==> config.mk <==
export PLATFORM = sky130hd
export DESIGN_NAME = mac_datapath_flat
export DESIGN_NICKNAME = d
export VERILOG_FILES = /design/src/rtl/mac_pkg.sv /design/src/rtl/mac_datapath_if.sv /design/src/rtl/mac_mul_stage.sv /design/src/rtl/mac_datapath.sv /design/src/flat_wrapper.sv
export SDC_FILE = /design/constraint.sdc
export NUM_CORES = 1
export LEC_CHECK = 0
export BUFFER_PORTS_ARGS = -buffer_cell sky130_fd_sc_hd__buf_2
export CORE_MARGIN = 4
export CORE_UTILIZATION = 29
export CTS_BUF_LIST = sky130_fd_sc_hd__clkbuf_2
export DETAILED_ROUTE_END_ITERATION = 8
export GPL_TIMING_DRIVEN = 0
export PLACE_DENSITY = 0.52
export SETUP_SLACK_MARGIN = 0.2
export SLEW_MARGIN = 20
export SYNTH_ARGS = -nofsm -noshare
export SYNTH_HDL_FRONTEND = slang
export SYNTH_HIERARCHICAL = 1
export SYNTH_SLANG_ARGS = --single-unit
==> constraint.sdc <==
create_clock -name clk -period 2.7 [get_ports clk]
set_input_delay 0.135 -clock clk [delete_from_list [all_inputs] [get_ports clk]]
set_output_delay 0.135 -clock clk [all_outputs]
set_load 0.05 [all_outputs]
==> src/rtl/mac_pkg.sv <==
// Shared definitions for the MAC controller and the MAC datapath.
// Holds the 2-bit op code type, the op-code constants and the default widths.
package mac_pkg;

  typedef logic [1:0] op_t;

  localparam op_t OP_NOP = 2'b00;
  localparam op_t OP_MUL = 2'b01;
  localparam op_t OP_MAC = 2'b10;
  localparam op_t OP_CLR = 2'b11;

  localparam int unsigned MacWDefault    = 8;
  localparam int unsigned MacAccWDefault = 20;
  localparam int unsigned MacCntWDefault = 8;

endpackage

==> src/rtl/mac_datapath_if.sv <==
// Controller <-> MAC datapath bundle.
//   ctrl_valid, ctrl, a, b : op request from the controller (sampled when ctrl_valid=1)
//   acc, acc_valid         : accumulator value and one-cycle update strobe
//   ovf, mac_cnt           : sticky overflow flag and saturating MUL/MAC count
// master = controller side, slave = datapath side.
interface mac_datapath_if
  import mac_pkg::*;
#(
  parameter int unsigned W     = MacWDefault,
  parameter int unsigned ACC_W = MacAccWDefault,
  parameter int unsigned CNT_W = MacCntWDefault
);

  logic                    ctrl_valid;
  op_t                     ctrl;
  logic signed [W-1:0]     a;
  logic signed [W-1:0]     b;
  logic signed [ACC_W-1:0] acc;
  logic                    acc_valid;
  logic                    ovf;
  logic [CNT_W-1:0]        mac_cnt;

  modport master (
    output ctrl_valid, ctrl, a, b,
    input  acc, acc_valid, ovf, mac_cnt
  );

  modport slave (
    input  ctrl_valid, ctrl, a, b,
    output acc, acc_valid, ovf, mac_cnt
  );

endinterface

==> src/rtl/mac_mul_stage.sv <==
// Stage 1 of the MAC datapath: registered signed multiplier with valid/op passthrough.
//   clk, rst          : clock, asynchronous active-high reset
//   valid_i, op_i     : request strobe and op code
//   a_i, b_i          : signed operands
//   valid_o, op_o     : registered strobe and op code
//   prod_o            : registered full-width signed product a_i*b_i
module mac_mul_stage
  import mac_pkg::*;
#(
  parameter int unsigned W = MacWDefault
) (
  input  logic                  clk,
  input  logic                  rst,
  input  logic                  valid_i,
  input  op_t                   op_i,
  input  logic signed [W-1:0]   a_i,
  input  logic signed [W-1:0]   b_i,
  output logic                  valid_o,
  output op_t                   op_o,
  output logic signed [2*W-1:0] prod_o
);

  logic                  valid_q;
  op_t                   op_q;
  logic signed [2*W-1:0] prod_q;
  logic signed [2*W-1:0] prod_d;

  // Operands are sign-extended to the product width before multiplying.
  always_comb begin
    prod_d = (2*W)'(a_i) * (2*W)'(b_i);
  end

  always_ff @(posedge clk or posedge rst) begin
    if (rst) begin
      valid_q <= 1'b0;
      op_q    <= OP_NOP;
      prod_q  <= '0;
    end else begin
      valid_q <= valid_i;
      // Op and operands are only captured under valid; the controller floats ctrl otherwise.
      if (valid_i) begin
        op_q   <= op_i;
        prod_q <= prod_d;
      end
    end
  end

  assign valid_o = valid_q;
  assign op_o    = op_q;
  assign prod_o  = prod_q;

endmodule

==> src/rtl/mac_datapath.sv <==
// Two-stage pipelined signed multiply-accumulate datapath.
//   clk, rst : clock, asynchronous active-high reset
//   bus      : mac_datapath_if.slave (ctrl_valid/ctrl/a/b in; acc/acc_valid/ovf/mac_cnt out)
// Stage 1 (mac_mul_stage) registers op and product; stage 2 (here) updates the accumulator.
// Build option MAC_DATAPATH_SAT_EN: clamp acc on MAC overflow instead of wrapping.
module mac_datapath
  import mac_pkg::*;
#(
  parameter int unsigned W     = MacWDefault,
  parameter int unsigned ACC_W = MacAccWDefault,
  parameter int unsigned CNT_W = MacCntWDefault
) (
  input logic           clk,
  input logic           rst,
  mac_datapath_if.slave bus
);

`ifdef MAC_DATAPATH_SAT_EN
  localparam logic signed [ACC_W-1:0] AccMax = {1'b0, {(ACC_W-1){1'b1}}};
  localparam logic signed [ACC_W-1:0] AccMin = {1'b1, {(ACC_W-1){1'b0}}};
`endif

  logic                    s1_vld;
  op_t                     s1_op;
  logic signed [2*W-1:0]   s1_prod;

  logic signed [ACC_W-1:0] acc_q, acc_d;
  logic                    acc_valid_q, acc_valid_d;
  logic                    ovf_q, ovf_d;
  logic [CNT_W-1:0]        cnt_q, cnt_d;

  logic signed [ACC_W-1:0] p_ext;
  logic [ACC_W:0]          sum;
  logic                    mac_ovf;
  logic                    cnt_inc;

  mac_mul_stage #(
    .W(W)
  ) u_mul_stage (
    .clk     (clk),
    .rst     (rst),
    .valid_i (bus.ctrl_valid),
    .op_i    (bus.ctrl),
    .a_i     (bus.a),
    .b_i     (bus.b),
    .valid_o (s1_vld),
    .op_o    (s1_op),
    .prod_o  (s1_prod)
  );

  always_comb begin
    p_ext = ACC_W'(s1_prod);
    // One guard bit: the top two bits of the sum differ exactly on signed overflow.
    sum     = {acc_q[ACC_W-1], acc_q} + {p_ext[ACC_W-1], p_ext};
    mac_ovf = sum[ACC_W] ^ sum[ACC_W-1];

    acc_d       = acc_q;
    ovf_d       = ovf_q;
    cnt_d       = cnt_q;
    acc_valid_d = 1'b0;
    cnt_inc     = 1'b0;

    if (s1_vld) begin
      unique case (s1_op)
        OP_MUL: begin
          acc_d       = p_ext;
          acc_valid_d = 1'b1;
          cnt_inc     = 1'b1;
        end
        OP_MAC: begin
          acc_d       = sum[ACC_W-1:0];
          acc_valid_d = 1'b1;
          cnt_inc     = 1'b1;
          if (mac_ovf) begin
            ovf_d = 1'b1;
`ifdef MAC_DATAPATH_SAT_EN
            // sum[ACC_W] is the true sign of the unbounded result.
            acc_d = sum[ACC_W] ? AccMin : AccMax;
`endif
          end
        end
        OP_CLR: begin
          acc_d       = '0;
          ovf_d       = 1'b0;
          cnt_d       = '0;
          acc_valid_d = 1'b1;
        end
        default: ;
      endcase
    end

    if (cnt_inc && (cnt_q != '1)) begin
      cnt_d = cnt_q + CNT_W'(1);
    end
  end

  always_ff @(posedge clk or posedge rst) begin
    if (rst) begin
      acc_q       <= '0;
      acc_valid_q <= 1'b0;
      ovf_q       <= 1'b0;
      cnt_q       <= '0;
    end else begin
      acc_q       <= acc_d;
      acc_valid_q <= acc_valid_d;
      ovf_q       <= ovf_d;
      cnt_q       <= cnt_d;
    end
  end

  assign bus.acc       = acc_q;
  assign bus.acc_valid = acc_valid_q;
  assign bus.ovf       = ovf_q;
  assign bus.mac_cnt   = cnt_q;

endmodule

==> src/flat_wrapper.sv <==
// flat-port wrapper written by rule: the top's interface ports become plain ports
module mac_datapath_flat import mac_pkg::*;
#(
  parameter int unsigned W     = MacWDefault,
  parameter int unsigned ACC_W = MacAccWDefault,
  parameter int unsigned CNT_W = MacCntWDefault
)
  (clk, rst, bus_ctrl_valid, bus_ctrl, bus_a, bus_b, bus_acc, bus_acc_valid, bus_ovf, bus_mac_cnt);
  mac_datapath_if #(.W(W), .ACC_W(ACC_W), .CNT_W(CNT_W)) bus_i ();
  input logic clk;
  input logic rst;
  input wire logic [$bits(bus_i.ctrl_valid)-1:0] bus_ctrl_valid;
  input wire logic [$bits(bus_i.ctrl)-1:0] bus_ctrl;
  input wire logic [$bits(bus_i.a)-1:0] bus_a;
  input wire logic [$bits(bus_i.b)-1:0] bus_b;
  output wire logic [$bits(bus_i.acc)-1:0] bus_acc;
  output wire logic [$bits(bus_i.acc_valid)-1:0] bus_acc_valid;
  output wire logic [$bits(bus_i.ovf)-1:0] bus_ovf;
  output wire logic [$bits(bus_i.mac_cnt)-1:0] bus_mac_cnt;
  assign bus_i.ctrl_valid = bus_ctrl_valid;
  assign bus_i.ctrl = bus_ctrl;
  assign bus_i.a = bus_a;
  assign bus_i.b = bus_b;
  assign bus_acc = bus_i.acc;
  assign bus_acc_valid = bus_i.acc_valid;
  assign bus_ovf = bus_i.ovf;
  assign bus_mac_cnt = bus_i.mac_cnt;
  mac_datapath #(.W(W), .ACC_W(ACC_W), .CNT_W(CNT_W)) u_core (.clk(clk), .rst(rst), .bus(bus_i));
endmodule
==> results by group, run 1 <==
Timing
  • Slew margin rel.: 0.537
  • Fmax: 296 MHz
  • Period utilisation layout: 1.25
  • Skew final: 3.10 ps
  • Setup ws final: -673 ps
  • Final Max Slew Viols: 0
  • Setup violators final: 10
  • Setup TNS: -5290 ps
  • Final Hold Viols: 0
  • Worst Tran Pin Value: 693 ps
  • RSZ-0062 raised after global routing: yes
  • Post-layout minimum cycle time: 3370 ps

Die
  • Die ar.: 21,800 um^2
  • Top Ports: 51
  • Die Ht: 148 um
  • Starting Density: 0.298
  • Die W: 148 um
  • Row cnt: 50
  • Core area: 19,000 um^2

Setup path
  • Critical Path AT: 3740 ps
  • Biggest cell delay along the critical path: 540 ps
  • Crit path kind: primary input to flip-flop
  • R2R setup slack: 290 ps
  • Critical path's top delay family: adder cells
  • Kind of end point of the critical path: flip-flop
  • CP Launch Type: primary input
  • Worst EP required: 3070 ps
  • CP max-delay cell: fa_1
  • Most frequent CP cell: fa_1
  • CP cell instances: buf_4, and2_4, fa_1, fa_1, fa_1, inv_1, fa_1, inv_1, ha_4, a21o_1, o21ai_2, nand2_1, xor2_1, mux2_2
  • Crit path max fanout: 8
  • Buf/Inv on CP: 3

Routing
  • DRT Pass-1 Iters: 4
  • Vias/cell: 4.59
  • # DRC: 0
  • Vias post-DR: 4,469
  • Drt total wl: 13,400 um
  • DR WL/cell: 13.7 um
  • Antenna viol nets, final: 0
  • Drt initial violations: 164

Placement
  • PortBufs: 50
  • Routability Congestion: 0.819
  • Dpl cell area: 6390 um^2
  • Post-DP HPWL: 10,700 um

Clocking
  • CTS buffer count: 5
  • TritonCTS clock tree: done
  • Root Driver: clkbuf_2
  • Clock tree buffer depth: 2
  • Clock sinks: 49
  • H-tree depth: 2
  • Clock latency on the worst-skew pair: 440 ps
  • Clock transition at path regs: 240 ps

Power and ir drop
  • P_int: 4.09 mW
  • P per Cell Area: 1170 nW/um^2
  • Net Sw Power: 4.15 mW
  • Sequential group share of total power: 0.161
  • Clk network pwr share: 0.048
  • Comb pwr share: 0.790
  • Worst VDD drop: 0.363 mV
  • Switching power share of the total: 0.504
  • Leak: 3.28 nW
  • Final Total Pwr: 8.24 mW

GRT
  • First-pass GRT wire length: 22,700 um
  • Grt ovf: 0
  • Antenna violations before repair: 1
  • Global Route Usage Sum: 0.124
  • Largest net degree at the start of global routing: 31
  • Vias in the first global route: 4,471

Synthesis
  • Post-synth top area cell: dfrtp_1
  • Post-synthesis cell count: 626
  • Top FF cell, synth: dfrtp_1
  • Post-Syn Area per Cell: 9.03 um^2
  • Register area share after synthesis: 0.217
  • Ys Warns: 6
  • Post-Syn Area: 5650 um^2
  • Flops & latches, synth: 49
  • Top post-synthesis cells by area: dfrtp_1 22%, fa_1 20%, ha_1 12%
  • Syn nets: 756
  • Post-synth top area share: 0.217
  • Synth cell types: 54
  • Post-synth EDFFs: 0
  • Ys async rst share: 1.00

Layout
  • Layout cells sized above 1: 0.264
  • Core Util, Final: 0.371
  • Area grow syn2layout: 24.3%
  • Final net count: 842
  • Fillers: 1,975
  • Post-route design area: 7020 um^2

Hold path
  • Worst min-delay path category: primary input to flip-flop

Run
  • MaxCap Viol Count: 0

Status
  • Status: complete, but fails checks
  • Failing checks: negative setup slack
layer usage:
| metal | part of all wire | vias up | track usage |
|---|---|---|---|
| met2 | 0.47 | 69 | 0.206 |
| met5 | 0 | - | 0 |
| met4 | 0.0094 | 0 | 0.0266 |
| li1 | - | 2238 | - |
| met1 | 0.50 | 2156 | 0.177 |
| met3 | 0.026 | 6 | 0.0107 |
synth_stat cells (all sizes together) (4+ instances only):
cell type  number
nand3          11
mux2           13
o21ai          29
o211ai          4
nand2          49
xnor2          23
nor2           48
o21bai          4
a21oi          35
a21o           10
clkbuf          7
fa             56
ha             53
a31oi           4
inv            99
dfrtp          49
nand2b          4
a221oi         10
and3            9
nor2b           8
buf             6
xor2           11
nor3            6
and2           47
tightest hold or removal path, cell delays in order:
cell,delay (ps)
buf_12,70
buf_4,110
buf_4,130
nand3_1,80
o21ai_0,70
sequential cells by signal, summed over array words and instances, names as in the netlist:
signal,flops
u_core/u_mul_stage/valid_o,1
u_core/u_mul_stage/op_o,2
u_core/u_mul_stage/prod_o,16
u_core/bus.acc_valid,1
u_core/bus.mac_cnt,8
u_core/bus.ovf,1
u_core/bus.acc,20
power by group through the flow:
stage               Clock (mW)  Sequential [mW]  Combinational, mW
floorplan                    0             1.86               4.21
global placement             0             1.34               5.88
detailed placement           0             1.35               5.89
CTS                      0.429             1.33               6.11
global route             0.451             1.39               7.22
finish                   0.399             1.33               6.51
metrics by stage:
stage | hold WS, ps | setup WS (ps) | std cells
floorplan | 86.1 | -918 | 626
global placement | 273 | -1270 | 936
detailed placement | 275 | -1310 | 936
CTS | 115 | -653 | 961
global route | 160 | -726 | 974
finish | 173 | -673 | 974
final timing paths:
check | end | cells after the start | from
worst max-delay path | u_core/u_mul_stage/prod_o[13] | 14 | bus_b[5]
worst min-delay path | u_core/u_mul_stage/prod_o[0] | 5 | bus_b[0]
worst max register to register | u_core/bus.ovf | 8 | u_core/u_mul_stage/prod_o[15]
worst min register to register | u_core/bus.mac_cnt[6] | 1 | u_core/bus.mac_cnt[6]
max in group asynchronous | u_core/bus.acc[4] | 3 | rst
min in group asynchronous | u_core/u_mul_stage/valid_o | 3 | rst
layout by cell type (no fill, tap or decap), types with 4 or more instances in the layout:
cell           synthesis  layout
a21o_1                 8       8
a21oi_1               33      30
a221oi_1              10       8
and2_1                46      33
and2_4                 0      13
and3_1                 9       8
buf_2                  1      36
buf_4                  0      24
buf_6                  4      14
clkbuf_1               6       6
clkbuf_2               0       6
dfrtp_1               49      46
dlygate4sd3_1          0       5
fa_1                  56      53
ha_1                  53      38
ha_4                   0      14
inv_1                 99      81
inv_2                  0      18
mux2_2                13      10
nand2_1               49      47
nand2b_1               4       4
nand3_1               11      11
nor2_1                48      48
nor2b_1                7       4
o211ai_1               4       4
o21ai_0               22      18
o21ai_1                3       5
o21ai_2                4       4
o21bai_1               4       4
xnor2_1               23      22
xor2_1                11      10
layout make-up:
| type | count | area (um^2) | share of cell area |
|---|---|---|---|
| Tap cell | 260 | 325 | 0.0463 |
| Clock inverter | 2 | 33.8 | 0.00481 |
| Multi-Input combinational cell | 465 | 4330 | 0.617 |
| Sequential cell | 49 | 1230 | 0.175 |
| Buffer | 13 | 90.1 | 0.0128 |
| Antenna cell | 1 | 2.50 | 0.000356 |
| Clock buffer | 6 | 30.0 | 0.00428 |
| Timing Repair Buffer | 79 | 608 | 0.0866 |
| Inverter | 99 | 372 | 0.0529 |
timing repair:
action                                  in CTS  in global routing
endpoints found under the setup margin      13                 15
setup buffers                               12                 12
hold buffers                                 5                  0
gates resized for setup                     55                 37
endpoints found under the hold margin       55                  0
pin swaps                                   36                 26
logic make-up after synthesis:
logic type                 count (synthesis)  synth area share
buffers and inverters                    112            0.0817
and+or+nand+nor                          190             0.167
xor gates and xnor gates                  34            0.0527
AOI/OAI and AO/OA                        118             0.138
muxes                                     14            0.0277
adders and majority gates                109             0.316
DFF                                       49             0.217
Note: power is estimated with default switching activity, not from simulation.
==> run 2: changes to the inputs <==
Settings changed: CORE_UTILIZATION 29 to 63, PLACE_DENSITY 0.52 to 0.91.
==> run 2 against run 1 <==
Net effect:
- the run still ends with negative setup slack left
- combinational power is 3% higher
- final cell count is 16% lower
- core utilization rose by 40 points
- die area decreased by 52%
- flip-flop and latch count is the same
- design area down 3.9%
- routed wire length increased by 1.8%
- power grew 1.9%
- critical path depth rose by 2
- critical endpoint is now u_core/u_mul_stage/prod_o[11]
==> results by group, run 2 (same netlist as run 1, synthesis figures left out) <==
Power and ir drop
  • Leak: 3.25 nW
  • Final Total Pwr: 8.40 mW
  • P per Cell Area: 1240 nW/um^2
  • Worst VDD drop: 0.555 mV

Setup path
  • Crit path kind: primary input to flip-flop
  • Worst EP required: 3050 ps
  • RR Startpoint: u_core/u_mul_stage/prod_o[15]
  • Kind of end point of the critical path: flip-flop
  • Crit path max fanout: 8
  • Critical Path End: u_core/u_mul_stage/prod_o[11]
  • CP Launch Type: primary input
  • Critical Path AT: 3870 ps
  • R2R setup slack: 130 ps
  • Worst Setup SP: bus_a[6]
  • Worst Reg-to-Reg Cells: 9
  • Worst R2R End: u_core/bus.ovf

GRT
  • Largest net degree at the start of global routing: 31
  • Vias in the first global route: 4,781
  • Global routing met3 resource utilization: 0.0230
  • First-pass GRT wire length: 22,000 um
  • Top Usage Layer GRT: met2
  • GR Util met2: 0.484
  • Antenna violations before repair: 1
  • Global Route Usage Sum: 0.262
  • Grt ovf: 0
  • GR Util met1: 0.317

Die
  • Die ar.: 10,500 um^2
  • Top Ports: 51
  • Core area: 8720 um^2
  • Row cnt: 34
  • Die Ht: 103 um
  • Die W: 103 um
  • Starting Density: 0.648

Timing
  • Worst Tran Pin Value: 656 ps
  • Fmax: 284 MHz
  • Skew final: 11.8 ps
  • RSZ-0062 raised after global routing: yes
  • Hold WS: 76.6 ps
  • Setup TNS: -6590 ps
  • Post-layout minimum cycle time: 3520 ps
  • Setup ws final: -819 ps
  • Final Hold Viols: 0
  • Slew margin rel.: 0.551
  • Setup violators final: 11
  • Period utilisation layout: 1.30
  • Final Max Slew Viols: 0

Layout
  • Commonest non-fill, non-tap cell in the layout: inv_1
  • Max reg flops: 20
  • Core Util, Final: 0.774
  • Final net count: 836
  • Fillers: 579
  • Area grow syn2layout: 19.5%
  • Layout cells sized above 1: 0.259
  • Highest-count cells in the layout ignoring fill and taps: 79 x inv_1, 53 x fa_1, 48 x nor2_1, 46 x nand2_1, 46 x dfrtp_1
  • Finished Layout Cells: 816

Clocking
  • Clock sinks: 49
  • Clock latency on the worst-skew pair: 430 ps
  • Clock transition at path regs: 250 ps
  • TritonCTS clock tree: done
  • Root Driver: clkbuf_2
  • CTS buffer count: 5
  • Clock tree buffer depth: 2
  • H-tree depth: 2

Run
  • MaxCap Viol Count: 0

Placement
  • PortBufs: 50
  • Placed cells: 784
  • Post-DP HPWL: 10,600 um
  • Routability Congestion: 0.930

Routing
  • Antenna viol nets, final: 0
  • Vias post-DR: 4,683
  • Drt total wl: 13,600 um
  • Vias/cell: 5.74
  • # DRC: 0
  • DR WL/cell: 16.7 um
  • DRT Pass-1 Iters: 5
  • Drt initial violations: 200

Status
  • Failing checks: negative setup slack
  • Status: complete, but fails checks

Hold path
  • Worst min-delay path category: primary input to flip-flop
==> run 2: changes by cell type in the layout (fill, tap and decap cells not counted), moves of 2 or more <==
cell | before | now
buf_4 | 24 | 16
and2_1 | 33 | 36
and2_4 | 13 | 10
buf_12 | 3 | 1
buf_2 | 36 | 38
clkbuf_4 | 0 | 2
inv_1 | 81 | 79
inv_4 | 0 | 2
nand2_4 | 0 | 2
o21ai_2 | 4 | 6
==> run 2: how the worst min path moves through the flow <==
stage	from	to	cells past startpoint
after floorplan	rst	u_core/u_mul_stage/op_o[0]	1
after global placement	rst	u_core/u_mul_stage/valid_o	2
after detailed placement	bus_ctrl_valid	u_core/u_mul_stage/valid_o	1
after CTS	bus_a[0]	u_core/u_mul_stage/prod_o[0]	3
after global routing	bus_a[0]	u_core/u_mul_stage/prod_o[0]	3
final	bus_a[0]	u_core/u_mul_stage/prod_o[0]	3
==> run 2: stage by stage <==
| stage | area, um^2 | worst slack [ps] |
|---|---|---|
| global route | 6750 | -892 |
| detailed placement | 6200 | -1340 |
| CTS | 6530 | -716 |
| floorplan | 5810 | -918 |
| finish | 6750 | -819 |
| global placement | 6200 | -1210 |
==> run 2: per-layer routing <==
metal	vias to the layer above	part of all wire
met3	25	0.039
li1	2229	-
met4	0	0.022
met2	146	0.54
met5	-	0
met1	2283	0.40
==> run 2: area by class of cell <==
type                       count  area, um^2  area share
timing repair buffer          73         529      0.0784
tap                          108         135      0.0200
clock buffer                   6        30.0     0.00445
buffer                        13        91.3      0.0135
inverter                      99         377      0.0558
antenna                        1        2.50    0.000371
clock inverter                 2        38.8     0.00575
sequential                    49        1230       0.182
multi-input combinational    465        4320       0.639
==> run 2: critical path, stage by stage <==
cell	delay [ps]
buf_6	110
and2_4	160
fa_1	520
inv_2	50
fa_1	510
inv_2	50
fa_1	550
inv_2	40
fa_1	510
inv_2	50
ha_4	260
o211ai_1	100
o21ai_2	210
a31oi_1	170
xnor2_1	170
mux2_2	270
==> run 2: timing repair <==
item	CTS	global route
cloned	0	0
buffers inserted	9	9
endpoints found under the hold margin	29	0
hold buffers	5	0
resized for setup	41	43
setup endpoints to repair	14	14
pin swaps	21	47
==> run 2: power by group <==
part           total (mW)  internal, mW  switching [mW]  leakage [nW]
registers            1.31          1.03           0.287         0.588
clock network       0.404         0.164           0.240        0.0436
logic                6.68          2.95            3.73          2.62
total                8.40          4.14            4.25          3.25
